`src/rtl/rf_wb_arbiter.sv`:
```
// rf_wb_arbiter: round-robin share of one RF write port among NREQ 1-entry writeback buffers; req_valid/req_ready/req_addr/req_data in, registered rf_we/rf_dst_addr/rf_dst/rf_grant_id out, pending bitmap of writes in flight
module rf_wb_arbiter #(
  parameter int NREQ = 3,
  parameter int AW = 4,
  parameter int DW = 16
) (
  input  logic                 clk,
  input  logic                 rst,
  input  logic [NREQ-1:0]      req_valid,
  output logic [NREQ-1:0]      req_ready,
  input  logic [NREQ*AW-1:0]   req_addr,
  input  logic [NREQ*DW-1:0]   req_data,
  output logic                 rf_we,
  output logic [AW-1:0]        rf_dst_addr,
  output logic [DW-1:0]        rf_dst,
  output logic [1:0]           rf_grant_id,
  output logic [15:0]          pending
);
  logic [NREQ-1:0] full, acc;
  logic [AW-1:0] b_addr [NREQ];
  logic [DW-1:0] b_data [NREQ];
  logic [1:0] ptr, gnt, lo_g, hi_g;
  logic gv, lo_v, hi_v;
  always_comb begin
    req_ready = '0;
    acc = '0;
    for (int i = 0; i < NREQ; i++) begin
      req_ready[i] = !rst && !full[i];
      for (int j = 0; j < NREQ; j++) begin
        if (j != i && full[j] && b_addr[j] == req_addr[i*AW +: AW]) req_ready[i] = 1'b0;
        if (j < i && acc[j] && req_addr[j*AW +: AW] == req_addr[i*AW +: AW] && req_addr[i*AW +: AW] != '0) req_ready[i] = 1'b0;
      end
      acc[i] = req_ready[i] && req_valid[i];
    end
  end
  always_comb begin
    lo_v = 1'b0;
    hi_v = 1'b0;
    lo_g = '0;
    hi_g = '0;
    for (int i = NREQ - 1; i >= 0; i--) begin
      if (full[i]) begin
        lo_v = 1'b1;
        lo_g = 2'(i);
        if (2'(i) >= ptr) begin
          hi_v = 1'b1;
          hi_g = 2'(i);
        end
      end
    end
    gv = lo_v;
    gnt = hi_v ? hi_g : lo_g;
  end
  always_comb begin
    pending = '0;
    for (int i = 0; i < NREQ; i++)
      if (full[i]) pending[b_addr[i]] = 1'b1;
    if (rf_we) pending[rf_dst_addr] = 1'b1;
    if (rst) pending = '0;
  end
  always_ff @(posedge clk) begin
    if (rst) begin
      full <= '0;
      ptr <= '0;
      rf_we <= 1'b0;
      rf_dst_addr <= '0;
      rf_dst <= '0;
      rf_grant_id <= '0;
    end else begin
      for (int i = 0; i < NREQ; i++) begin
        if (gv && gnt == 2'(i)) full[i] <= 1'b0;
        if (acc[i] && req_addr[i*AW +: AW] != '0) begin
          full[i] <= 1'b1;
          b_addr[i] <= req_addr[i*AW +: AW];
          b_data[i] <= req_data[i*DW +: DW];
        end
      end
      rf_we <= gv;
      if (gv) begin
        rf_dst_addr <= b_addr[gnt];
        rf_dst <= b_data[gnt];
        rf_grant_id <= gnt;
        ptr <= gnt == 2'(NREQ - 1) ? '0 : gnt + 2'd1;
      end
    end
  end
endmodule
```
`config.mk`:
```
export PLATFORM = sky130hd
export DESIGN_NAME = rf_wb_arbiter
export DESIGN_NICKNAME = d
export VERILOG_FILES = /design/src/rtl/rf_wb_arbiter.sv
export SDC_FILE = /design/constraint.sdc
export NUM_CORES = 1
export LEC_CHECK = 0
export CAP_MARGIN = 25
export CORE_ASPECT_RATIO = 0.5
export CORE_MARGIN = 2
export CORE_UTILIZATION = 35
export CTS_BUF_LIST = sky130_fd_sc_hd__clkbuf_16
export DETAILED_ROUTE_END_ITERATION = 16
export PLACE_DENSITY = 0.65
export SYNTH_ARGS = -nofsm -noshare
export SYNTH_HDL_FRONTEND = slang
export SYNTH_SLANG_ARGS = --single-unit
```
`constraint.sdc`:
```
create_clock -name clk -period 8.8 [get_ports clk]
set_input_delay 1.76 -clock clk [delete_from_list [all_inputs] [get_ports clk]]
set_output_delay 1.76 -clock clk [all_outputs]
set_load 0.005 [all_outputs]
```
==> flow_summary.toml <==
[run_status]
outcome = "completed"

[sta]
worst_pin_slew_ns = 0.9206
fmax_ghz = 0.1635
maxSlewViolCount = 0
hold_violations = 0
timing.final.crit_share = 0.6949
finalClockSkew_ns = 0.01212
slew_headroom = 0.3856
min_period_ns = 6.115
setup_tns_ns = 0
rsz0062_at_grt = "false"
finalSetupViolCount = 0

[global_routing]
grt_max_degree = 35
grt_pass1_wl_mm = 18.77
gr-total-overflow = 0
grtUsageTotal = 0.1773
antenna_found_initial = 0
grt_pass1_vias = 3484

[finish]
final_cell_mix = "clkdlybuf4s50_1, edfxtp_1, nor2_1"
ff_latch_area_mm2 = 0.002362
fillers = 1163
syn_to_final_growth_pct = 31.69
multi_input_area_mm2 = 0.001874
utilization = 0.4677
fin_nets = 566
final_common_cell = "clkdlybuf4s50_1"
final_layout_size_suffix_gt1_frac = 0.05731
antennaDiodeCount = 0

[yosys]
synth_area_leaders = "edfxtp_1, dfxtp_1, mux2i_1, nor2_1, a21oi_1"
synthFlopType = "edfxtp_1"
netlist.area_leader.share = 0.4053
syn_nets = 486
yosys.cell_types.count = 49
synth_seq_cells = 88
yosys_warnings = 0
avgSynthCellArea_um2 = 10.56
synthCells = 421
synth_seq_area_share = 0.5314
syn-cell-area_mm2 = 0.004446
yosysTopAreaCell = "edfxtp_1"
async_reset_ff_frac = 0
synth-edff-count = 60

[clock_network]
post_cts_resized = 0
ctsHoldBuffers = 0
cts_sinks = 88
worstSkewPairLatency_ns = 0.33
cts.path.max_buffers = 2
cts_made_buffers = 9
post_cts_buffers = 0
root_buffer = "clkbuf_16"
cts_tree = "yes"
clkTransAtPathRegs_ns = 0.06
htree_levels = 3

[pwr]
pwr_density_cell_mw_per_mm2 = 182.6
ir_drop_v = 0.00009537
leakagePower_nw = 2.072

[route]
ant_nets = 0
routed_via_density = 5.191
wirelength_mm = 11.63
drt_iter0_drc = 249
wl_per_cell_um = 17.21
drc = 0
drtPass1Iterations = 4
vias = 3509

[floorplan]
core-area_mm2 = 0.01252
dieWidth_um = 163.4
std_cell_rows = 29
die_area_mm2 = 0.01367
ios = 107
initial_core_util = 0.3551
die_h_um = 83.69

[critical_path]
r2r_slack_ns = 6.07
worst-setup-path-type = "primary input to output pin"
critPathLaunchType = "primary input"
cp-end-kind = "output pin"
path_max_fanout = 7
cp.required_ns = 7.04
r2r_cells = 7
critPathArrivalTime_ns = 4.35

[place]
port-buffer-count = 106
hpwl_mm = 7.922
place.gp.congestion = 0.8487

[min_path]
min_path_cells = 2
hold_class = "flop to flop"

[flow_run]
cap_violations = 0
==> cell usage after synthesis (3+ instances only) <==
cell	n
a21oi_1	37
o22ai_1	7
xnor2_1	14
dfxtp_1	28
nand3b_1	3
nand2b_1	6
buf_6	3
nand2_1	23
nand3_1	8
clkbuf_1	21
nor2_1	50
nor3b_1	4
a221oi_1	4
nor4_1	10
mux2i_1	20
edfxtp_1	60
xor2_1	20
a22oi_1	11
and3_1	5
nor2b_1	6
buf_2	11
buf_4	5
a22o_1	20
buf_1	3
nor3_1	9
a31oi_1	4
==> final timing paths <==
| path | from | to |
|---|---|---|
| min reg2reg | rf_grant_id[0] | rf_grant_id[0] |
| max reg2reg | b_addr[0][2] | b_addr[2][2] |
| min | rf_grant_id[0] | rf_grant_id[0] |
| max | req_addr[4] | req_ready[2] |
==> final cells by class <==
| cell class | instances | area share |
|---|---|---|
| multi-input combinational | 288 | 0.3202 |
| clock buffer | 9 | 0.03847 |
| inverter | 1 | 0.0006412 |
| sequential | 88 | 0.4035 |
| timing repair buffer | 113 | 0.1902 |
| clock inverter | 7 | 0.01069 |
| tap | 170 | 0.03633 |
==> registers in the layout, summed over array words and instances (netlist names) <==
| name | count |
|---|---|
| b_addr | 12 |
| b_data | 48 |
| full | 3 |
| ptr | 2 |
| rf_dst | 16 |
| rf_dst_addr | 4 |
| rf_grant_id | 2 |
| rf_we | 1 |
==> metrics by stage <==
step	hold WS, ns	total power (W)	std cells	cell area [um^2]	setup slack [ns]
floorplan	0.4527	0.0006157	421	4446	3.782
global placement	0.4455	0.0007101	660	5567	2.731
detailed placement	0.4551	0.0007131	660	5567	2.670
CTS	0.4621	0.001080	676	5854	2.652
global route	0.4922	0.001121	676	5854	2.544
finish	0.4593	0.001069	676	5854	2.685
==> worst max-delay path: stages <==
cell	delay, ns
clkdlybuf4s50_1	0.68
nor3_1	0.10
or3_1	0.33
a2111oi_2	0.41
a31oi_2	0.18
nor4_1	0.33
clkdlybuf4s50_1	0.56
==> power breakdown <==
| part | leakage (nW) | internal [W] | switching [W] |
|---|---|---|---|
| Sequential | 0.788 | 0.000477 | 0.0000342 |
| Clock | 0.146 | 0.000217 | 0.000148 |
| Combinational | 1.14 | 0.000105 | 0.0000877 |
| Total | 2.07 | 0.000799 | 0.000270 |
==> kinds of logic (layout without fill, tap and decap cells) <==
group	count (synthesis)	after routing	synth area share
AO/OA/AOI/OAI	97	97	0.1520
XOR/XNOR	35	35	0.07065
buffers and inverters	45	130	0.05066
flip-flops	88	88	0.5314
multiplexers	20	20	0.04503
AND/OR/NAND/NOR	136	136	0.1503
==> per-layer routing <==
metal	wire, um	part of all wire	track usage	up-vias
met5	0	0	0	-
li1	-	-	-	1709
met2	5580	0.48	0.2973	114
met3	738	0.063	0.04024	4
met1	5268	0.45	0.2309	1682
met4	46	0.0040	0.04827	0
Power figures use the tool's default switching activity.
